<file path="config.mk">
export PLATFORM = sky130hd
export DESIGN_NAME = rf_seq_flat
export DESIGN_NICKNAME = d
export VERILOG_FILES = /design/src/rtl/rf_seq_if.sv /design/src/rtl/rf_seq.sv /design/src/flat_wrapper.sv
export SDC_FILE = /design/constraint.sdc
export NUM_CORES = 1
export LEC_CHECK = 0
export BUFFER_PORTS_ARGS = -buffer_cell sky130_fd_sc_hd__buf_4
export CAP_MARGIN = 20
export CORE_UTILIZATION = 25
export CTS_CLUSTER_DIAMETER = 60
export DETAILED_ROUTE_END_ITERATION = 8
export GPL_ROUTABILITY_DRIVEN = 0
export PLACE_DENSITY = 0.52
export SYNTH_ARGS = -nofsm -noshare
export SYNTH_HDL_FRONTEND = slang
export SYNTH_SLANG_ARGS = --single-unit
</file>
<file path="constraint.sdc">
create_clock -name clk -period 10.35 [get_ports clk]
set_input_delay 0.5175 -clock clk [delete_from_list [all_inputs] [get_ports clk]]
set_output_delay 0.5175 -clock clk [all_outputs]
set_load 0.01 [all_outputs]
</file>
<file path="src/rtl/rf_seq_if.sv">
// rf_seq_if: request/response bus of the register-file sequencer.
// The master side offers requests and accepts responses; the slave side
// (rf_seq) accepts requests and returns the captured read values.
interface rf_seq_if #(
  parameter int DW = 32,
  parameter int AW = 5
);
  logic          req_valid;
  logic          req_ready;
  logic [AW-1:0] req_scr1;
  logic [AW-1:0] req_scr2;
  logic [AW-1:0] req_dest;
  logic [DW-1:0] req_wdata;
  logic          req_we;
  logic          rsp_valid;
  logic          rsp_ready;
  logic [DW-1:0] rsp_data1;
  logic [DW-1:0] rsp_data2;

  modport master (
    output req_valid, req_scr1, req_scr2, req_dest, req_wdata, req_we, rsp_ready,
    input  req_ready, rsp_valid, rsp_data1, rsp_data2
  );

  modport slave (
    input  req_valid, req_scr1, req_scr2, req_dest, req_wdata, req_we, rsp_ready,
    output req_ready, rsp_valid, rsp_data1, rsp_data2
  );
endinterface

</file>
<file path="src/rtl/rf_seq.sv">
// rf_seq: sequences one read-two/write-one request against an external
// register file whose read outputs are registered.
// Default order: IDLE -> RD -> CAP -> (WR) -> RSP, so a read of the
// destination returns the value before the write.
// Optional macro RF_SEQ_WRFIRST_EN: IDLE -> (WR) -> RD -> CAP -> RSP, so a
// read of the destination returns the freshly written value. Latency is the
// same in both orders because the same states are visited.
module rf_seq #(
  parameter int DW = 32,
  parameter int AW = 5
) (
  input  logic          clk,
  input  logic          reset,
  rf_seq_if.slave       bus,
  output logic [AW-1:0] rf_scr1,
  output logic [AW-1:0] rf_scr2,
  output logic [AW-1:0] rf_dest,
  output logic [DW-1:0] rf_writeIn,
  output logic          rf_read_l,
  input  logic [DW-1:0] rf_readOut1,
  input  logic [DW-1:0] rf_readOut2
);

  typedef enum logic [2:0] {
    IDLE = 3'd0,
    RD   = 3'd1,
    CAP  = 3'd2,
    WR   = 3'd3,
    RSP  = 3'd4
  } state_t;

  state_t        state_q, state_d;
  logic          we_q, we_d;
  logic [AW-1:0] scr1_q, scr1_d;
  logic [AW-1:0] scr2_q, scr2_d;
  logic [AW-1:0] dest_q, dest_d;
  logic [DW-1:0] wdata_q, wdata_d;
  logic [DW-1:0] data1_q, data1_d;
  logic [DW-1:0] data2_q, data2_d;
  logic          req_ready_q, req_ready_d;
  logic          rsp_valid_q, rsp_valid_d;
  logic          rf_read_l_q, rf_read_l_d;
  logic          accept;

  assign accept = bus.req_valid & req_ready_q;

  // The latched request drives the register-file address/data lines directly,
  // so they stay put from accept until the next accept (including in IDLE).
  assign rf_scr1       = scr1_q;
  assign rf_scr2       = scr2_q;
  assign rf_dest       = dest_q;
  assign rf_writeIn    = wdata_q;
  assign rf_read_l     = rf_read_l_q;
  assign bus.req_ready = req_ready_q;
  assign bus.rsp_valid = rsp_valid_q;
  assign bus.rsp_data1 = data1_q;
  assign bus.rsp_data2 = data2_q;

  // Next-state logic; outputs are derived from the next state so they are registered.
  always_comb begin
    state_d = state_q;
    we_d    = we_q;
    scr1_d  = scr1_q;
    scr2_d  = scr2_q;
    dest_d  = dest_q;
    wdata_d = wdata_q;
    data1_d = data1_q;
    data2_d = data2_q;
    case (state_q)
      IDLE: begin
        if (accept) begin
          we_d    = bus.req_we;
          scr1_d  = bus.req_scr1;
          scr2_d  = bus.req_scr2;
          dest_d  = bus.req_dest;
          wdata_d = bus.req_wdata;
`ifdef RF_SEQ_WRFIRST_EN
          state_d = bus.req_we ? WR : RD;
`else
          state_d = RD;
`endif
        end
      end
      RD: begin
        state_d = CAP;
      end
      CAP: begin
        data1_d = rf_readOut1;
        data2_d = rf_readOut2;
`ifdef RF_SEQ_WRFIRST_EN
        state_d = RSP;
`else
        state_d = we_q ? WR : RSP;
`endif
      end
      WR: begin
`ifdef RF_SEQ_WRFIRST_EN
        state_d = RD;
`else
        state_d = RSP;
`endif
      end
      RSP: begin
        if (bus.rsp_ready) begin
          state_d = IDLE;
        end
      end
      default: begin
        state_d = IDLE;
      end
    endcase
    req_ready_d = (state_d == IDLE);
    rsp_valid_d = (state_d == RSP);
    rf_read_l_d = (state_d == WR);
  end

  // State and registered outputs; reset clears everything at once, which
  // also kills an in-progress write pulse without waiting for a clock.
  always_ff @(posedge clk or posedge reset) begin
    if (reset) begin
      state_q     <= IDLE;
      we_q        <= 1'b0;
      scr1_q      <= '0;
      scr2_q      <= '0;
      dest_q      <= '0;
      wdata_q     <= '0;
      data1_q     <= '0;
      data2_q     <= '0;
      req_ready_q <= 1'b0;
      rsp_valid_q <= 1'b0;
      rf_read_l_q <= 1'b0;
    end else begin
      state_q     <= state_d;
      we_q        <= we_d;
      scr1_q      <= scr1_d;
      scr2_q      <= scr2_d;
      dest_q      <= dest_d;
      wdata_q     <= wdata_d;
      data1_q     <= data1_d;
      data2_q     <= data2_d;
      req_ready_q <= req_ready_d;
      rsp_valid_q <= rsp_valid_d;
      rf_read_l_q <= rf_read_l_d;
    end
  end

endmodule

</file>
<file path="src/flat_wrapper.sv">
// flat-port wrapper written by rule: the top's interface ports become plain ports
module rf_seq_flat 
#(
  parameter int DW = 32,
  parameter int AW = 5
)
  (clk, reset, rf_scr1, rf_scr2, rf_dest, rf_writeIn, rf_read_l, rf_readOut1, rf_readOut2, bus_req_valid, bus_req_scr1, bus_req_scr2, bus_req_dest, bus_req_wdata, bus_req_we, bus_rsp_ready, bus_req_ready, bus_rsp_valid, bus_rsp_data1, bus_rsp_data2);
  rf_seq_if #(.DW(DW), .AW(AW)) bus_i ();
  input  logic clk;
  input  logic reset;
  output logic [AW-1:0] rf_scr1;
  output logic [AW-1:0] rf_scr2;
  output logic [AW-1:0] rf_dest;
  output logic [DW-1:0] rf_writeIn;
  output logic rf_read_l;
  input  logic [DW-1:0] rf_readOut1;
  input  logic [DW-1:0] rf_readOut2;
  input wire logic [$bits(bus_i.req_valid)-1:0] bus_req_valid;
  input wire logic [$bits(bus_i.req_scr1)-1:0] bus_req_scr1;
  input wire logic [$bits(bus_i.req_scr2)-1:0] bus_req_scr2;
  input wire logic [$bits(bus_i.req_dest)-1:0] bus_req_dest;
  input wire logic [$bits(bus_i.req_wdata)-1:0] bus_req_wdata;
  input wire logic [$bits(bus_i.req_we)-1:0] bus_req_we;
  input wire logic [$bits(bus_i.rsp_ready)-1:0] bus_rsp_ready;
  output wire logic [$bits(bus_i.req_ready)-1:0] bus_req_ready;
  output wire logic [$bits(bus_i.rsp_valid)-1:0] bus_rsp_valid;
  output wire logic [$bits(bus_i.rsp_data1)-1:0] bus_rsp_data1;
  output wire logic [$bits(bus_i.rsp_data2)-1:0] bus_rsp_data2;
  assign bus_i.req_valid = bus_req_valid;
  assign bus_i.req_scr1 = bus_req_scr1;
  assign bus_i.req_scr2 = bus_req_scr2;
  assign bus_i.req_dest = bus_req_dest;
  assign bus_i.req_wdata = bus_req_wdata;
  assign bus_i.req_we = bus_req_we;
  assign bus_i.rsp_ready = bus_rsp_ready;
  assign bus_req_ready = bus_i.req_ready;
  assign bus_rsp_valid = bus_i.rsp_valid;
  assign bus_rsp_data1 = bus_i.rsp_data1;
  assign bus_rsp_data2 = bus_i.rsp_data2;
  rf_seq #(.DW(DW), .AW(AW)) u_core (.clk(clk), .reset(reset), .bus(bus_i), .rf_scr1(rf_scr1), .rf_scr2(rf_scr2), .rf_dest(rf_dest), .rf_writeIn(rf_writeIn), .rf_read_l(rf_read_l), .rf_readOut1(rf_readOut1), .rf_readOut2(rf_readOut2));
endmodule
</file>
== After elaboration in Yosys (flattened, before gate mapping) ==
Cells that the tools add are included.

* Flip-flop bits (word level): 118
* Logic and storage cells: 25

* Eq/ne operators: 6
* Mux-type cells: 4
* Bitwise operators: 1
* Reductions and logical operators: 3

{| class="wikitable"
|+ Operators by type and width
! kind !! count
|-
| 3-bit case mux with 5 select lines || 1
|-
| 3-bit by 2-bit equality test with 1-bit output (second input constant) || 3
|-
| 3-bit two-way mux || 3
|-
| 3-bit equality test (second input constant) || 2
|-
| 3-bit logical NOT || 2
|-
| 3-bit by 1-bit equality test with 1-bit output (second input constant) || 1
|-
| 2-bit AND reduction || 1
|-
| 1-bit AND || 1
|}

== Logic depth before layout (Yosys ltp) ==
* Depth in word-level cells: 4
* Gate-level depth with buffers: 5
* Mapped depth without buffers: 3

== Worst setup path after synthesis ==
OpenSTA, ideal clock, no wires.

* Path type: register to register
* Start: reg u_core.state_q[0]
* End: reg u_core.wdata_q[24] (netlist: u_core.rf_writeIn[24])
* Library setup time: 0.125 ns
* Data arrival time: 1.347 ns
* Slack: 8.878 ns
* Stages on the path, launching flop included: 6
* Buffers on the path: 2
* Clock period less this slack: 1.472 ns
* Cell sequence: dfrtp_1 -> nor2_1 -> and4b_1 -> buf_6 -> buf_6 -> mux2_4

* Longest elaborated chain between the ends: 2

{| class="wikitable"
|+ RTL lines
! element !! RTL line !! text
|-
| from (decl) || rf_seq.sv:32 || <nowiki>state_t state_q, state_d;</nowiki>
|-
| from (signal assigned) || rf_seq.sv:133 || <nowiki>state_q <= state_d;</nowiki>
|-
| 3-bit logical NOT || rf_seq.sv:69 || <nowiki>case (state_q)</nowiki>
|-
| 2-bit AND reduction (no source line) || - ||
|-
| to (signal assigned) || rf_seq.sv:138 || <nowiki>wdata_q <= wdata_d;</nowiki>
|-
| to (decl) || rf_seq.sv:37 || <nowiki>logic [DW-1:0] wdata_q, wdata_d;</nowiki>
|}

No other way between the ends.
A chain may end at the register's enable or synchronous reset.

== Worst setup path in the final report ==
* Start: reg u_core.state_q[0]
* End: reg u_core.data2_q[27] (netlist: u_core.bus.rsp_data2[27])

* Longest elaborated chain between the ends: 1

{| class="wikitable"
|+ RTL lines
! element !! RTL line !! text
|-
| 3-bit by 2-bit equality test with 1-bit output || rf_seq.sv:69 ||
|-
| to (signal assigned) || rf_seq.sv:140 || <nowiki>data2_q <= data2_d;</nowiki>
|-
| to (decl) || rf_seq.sv:39 || <nowiki>logic [DW-1:0] data2_q, data2_d;</nowiki>
|}

No other way between the ends.

==> run_results.csv <==
group,metric,value,unit
drt,first_pass_iters,8,
worst_hold_path,min_path_type,"primary input to asynchronous set/reset pin",
drt,vias,3025,
floorplanning,die_w,138.4,um
cts,postCtsHoldBufs,0,
critical_path,crit_required,10.63,ns
logic_synthesis,synth_area_leader_cell,"dfrtp_1",
cts,postCtsSetupRepairBufs,0,
finish,drive_gt1_share,74.12,%
critical_path,crit_chain,"nor3b_4 -> buf_4 -> mux2_2",
logic_synthesis,synth_edf_count,0,
pwr,seq_power_share,34.4,%
logic_synthesis,synth_xor_area_share,0,%
finish,final_cells,739,
timing,maxSlewViolCount,0,
placed_design,place_area,6533,um2
timing,min_period,2.458,ns
logic_synthesis,synth_top_family_by_area,"multiplexers",
finish,finalNetCount,613,
finish,multi_input_area,1553,um2
placed_design,port_buffers,229,
drt,via_per_inst,4.093,
pwr,power_frac_clock,22.1,%
logic_synthesis,synth.most_common_cell,"dfrtp_1",
logic_synthesis,syn_inst,259,
timing,hold_viol,0,
cts,htree_levels,4,
pwr,internal-power,1706,uW
finish,antenna-diode-count,0,
logic_synthesis,yosys_register_bits,118,
timing,fin_skew,0.005697,ns
drt,drt_iter0_drc,123,
logic_synthesis,synth_area_per_cell,17.95,um2
floorplanning,ios,230,
logic_synthesis,async_reset_ff_share,100.0,%
timing,fmax,406.9,MHz
drt,drtAntennaViolNets,0,
global_route,grt_remaining_overflow,0,
cts,cts-resized-gates,0,
logic_synthesis,synthDistinctLibCells,18,
cts,cts_inserted_buffers,17,
logic_synthesis,ys_warn_count,0,
logic_synthesis,synthesis.nets,375,
timing,rsz0062_at_grt,"false",
timing,tns,0,ns
timing,fin_crit_sh,23.75,%
floorplanning,core,18090,um2
global_route,grt_pass1_vias,3355,
critical_path,crit_buf_inv,1,
placed_design,hpwlAfterDp,7809,um
pwr,p_per_area,343.9,nW/um2
placed_design,numPlacedInstances,706,
global_route,grt_start_max_net_pins,62,
critical_path,worstPathArrival,2.74,ns
logic_synthesis,yosys_most_used_dff,"dfrtp_1",
logic_synthesis,synthAdderAreaFrac,0,%
pwr,peakVddDrop,0.0001539,V
pwr,p_switching,734.1,uW
logic_synthesis,synthMuxAreaShare,31.24,%
floorplanning,die_area,19150,um2
logic_synthesis,synth_common_cells,"dfrtp_1 (118), mux2_2 (65), mux2_4 (48)",
logic_synthesis,synth_compound_area_share,0,%
finish,finalCoreUtilization,39.24,%
critical_path,critPathSlowestCell,"nor3b_4",
floorplanning,rows,49,
cts,cts_tree,"done",
run_status,status,"finished with violations",
pwr,p_comb_share,43.6,%
finish,seqCellArea,2953,um2
logic_synthesis,ys_top_cells_by_area,"dfrtp_1 (64%), mux2_2 (16%), mux2_4 (16%), buf_12 (1.7%), buf_4 (0.81%)",
finish,nFillCells,1732,
logic_synthesis,synthSimpleGateAreaFrac,1.938,%
critical_path,cp_max_fo,45,
timing,worst_slew_pin_slew,1.007,ns
timing,slew_headroom,32.77,%
finish,area_growth,52.64,%
run_status,violations,"DRC",
global_route,grt_pass1_wl,17930,um
pwr,total_power,2440,uW
critical_path,cp-start-kind,"flop",
critical_path,critical-path-top-delay-family,"simple AND/OR/NAND/NOR gates",
cts,ctsLongestPathBuffers,2,
cts,clock-root-buffer,"clkbuf_16",
floorplanning,die_h,138.4,um
floorplanning,start_util,25.71,%
global_route,grt_usage,12.17,%
flow_run,max_cap_violations,0,
drt,routedWlPerCell,15.05,um
cts,clk_pin_slew,0.05,ns
critical_path,max_stage_delay,0.85,ns
logic_synthesis,yosysSeqAreaShare,63.51,%
cts,clk_latency,0.40,ns
pwr,leakage,0.003432,uW
drt,drc_errors,31,
logic_synthesis,synth_top_cell_area_share,63.51,%
cts,cts_sinks,118,
finish,final_cell_area,7097,um2
critical_path,critPathKind,"flop to flop",
timing,setup_viol,0,
drt,drt-total-wl,11120,um
pwr,p_sw_share,30.08,%
global_route,antenna_found_initial,0,
logic_synthesis,syn-cell-area,4649,um2
critical_path,cp-end-kind,"flop",
## layer usage
metal  GRT usage [%]  vias up  part of all wire, %  routed length, um
met5               0        -                    0                  0
met4           3.844        0                  1.0                115
met3           5.611        9                  9.1               1013
met2           19.69      140                   50               5511
met1           14.33     1495                   40               4480
li1                -     1381                    -                  -
## layout by cell type (no fill, tap or decap)
master and n:
clkbuf_16 17, or2_1 1, or2_2 1, inv_4 1, nor3b_4 1, buf_12 1, mux2_2 65, clkbuf_8 2
mux2_4 48, nor2_1 2, clkinvlp_4 2, clkbuf_1 3, clkinv_2 7, dfrtp_1 118, nand2_1 3, and4b_4 1
and3b_1 1, nand2b_1 1, bufinv_16 1, buf_4 231, and2_1 1, nand3b_1 2
## sequential cells by signal, indices dropped and copies added (netlist names)
name and flops:
u_core.bus.rsp_data2 32, u_core.bus.rsp_data1 32, u_core.rf_scr2 5, u_core.state_q 3, u_core.rf_writeIn 32, u_core.rf_read_l 1, u_core.rf_dest 5, u_core.we_q 1
u_core.rf_scr1 5, u_core.bus.req_ready 1, u_core.bus.rsp_valid 1
## layout make-up
type,instances,share of cell area [%]
clock buffer,22,6.541
inverter,1,0.08815
timing repair buffer,232,24.72
clock inverter,10,1.128
multi-input combinational,127,21.88
tap,229,4.037
sequential,118,41.61
## final timing paths
check                                              from                       end  slack [ns]  depth (start not counted)
worst max-delay path                  u_core.state_q[0]  u_core.bus.rsp_data2[27]        7.89                          3
worst min-delay path                              reset     u_core.rf_writeIn[14]        0.24                          2
worst max register to register        u_core.state_q[0]  u_core.bus.rsp_data2[27]        7.89                          3
worst min register to register  u_core.bus.rsp_data2[2]   u_core.bus.rsp_data2[2]        0.51                          1
max in group asynchronous                         reset   u_core.bus.rsp_data1[1]        8.85                          3
min in group clk                       bus_req_wdata[5]      u_core.rf_writeIn[5]        0.34                          2
## power by group through the flow
stage,logic (uW),registers (uW),clock network (uW)
5_1_grt,1140,874,582
4_1_cts,1080,843,559
6_report,1060,839,538
3_3_place_gp,1060,840,0
2_1_floorplan,531,936,0
3_5_place_dp,1080,845,0
## cells by family (layout without fill, tap and decap cells)
logic type	after synthesis	in the layout
simple gates	14	14
mux	113	113
buf+inv	14	265
flops	118	118
## metrics by stage
step,hold slack (ns),worst slack (ns)
after floorplan,0.4776,6.703
after global placement,0.4940,7.878
after detailed placement,0.4936,7.828
after CTS,0.2826,7.832
after global routing,0.3069,7.681
final,0.2355,7.892
## worst register-to-register path: cells and delay by family (launching register included)
kind / cells / cell delay, ns
AND/OR/NAND/NOR: 1 / 0.85
buffers and inverters: 1 / 0.63
multiplexers: 1 / 0.44
flip-flops: 1 / 0.43
Note: power is estimated with default switching activity, not from simulation.
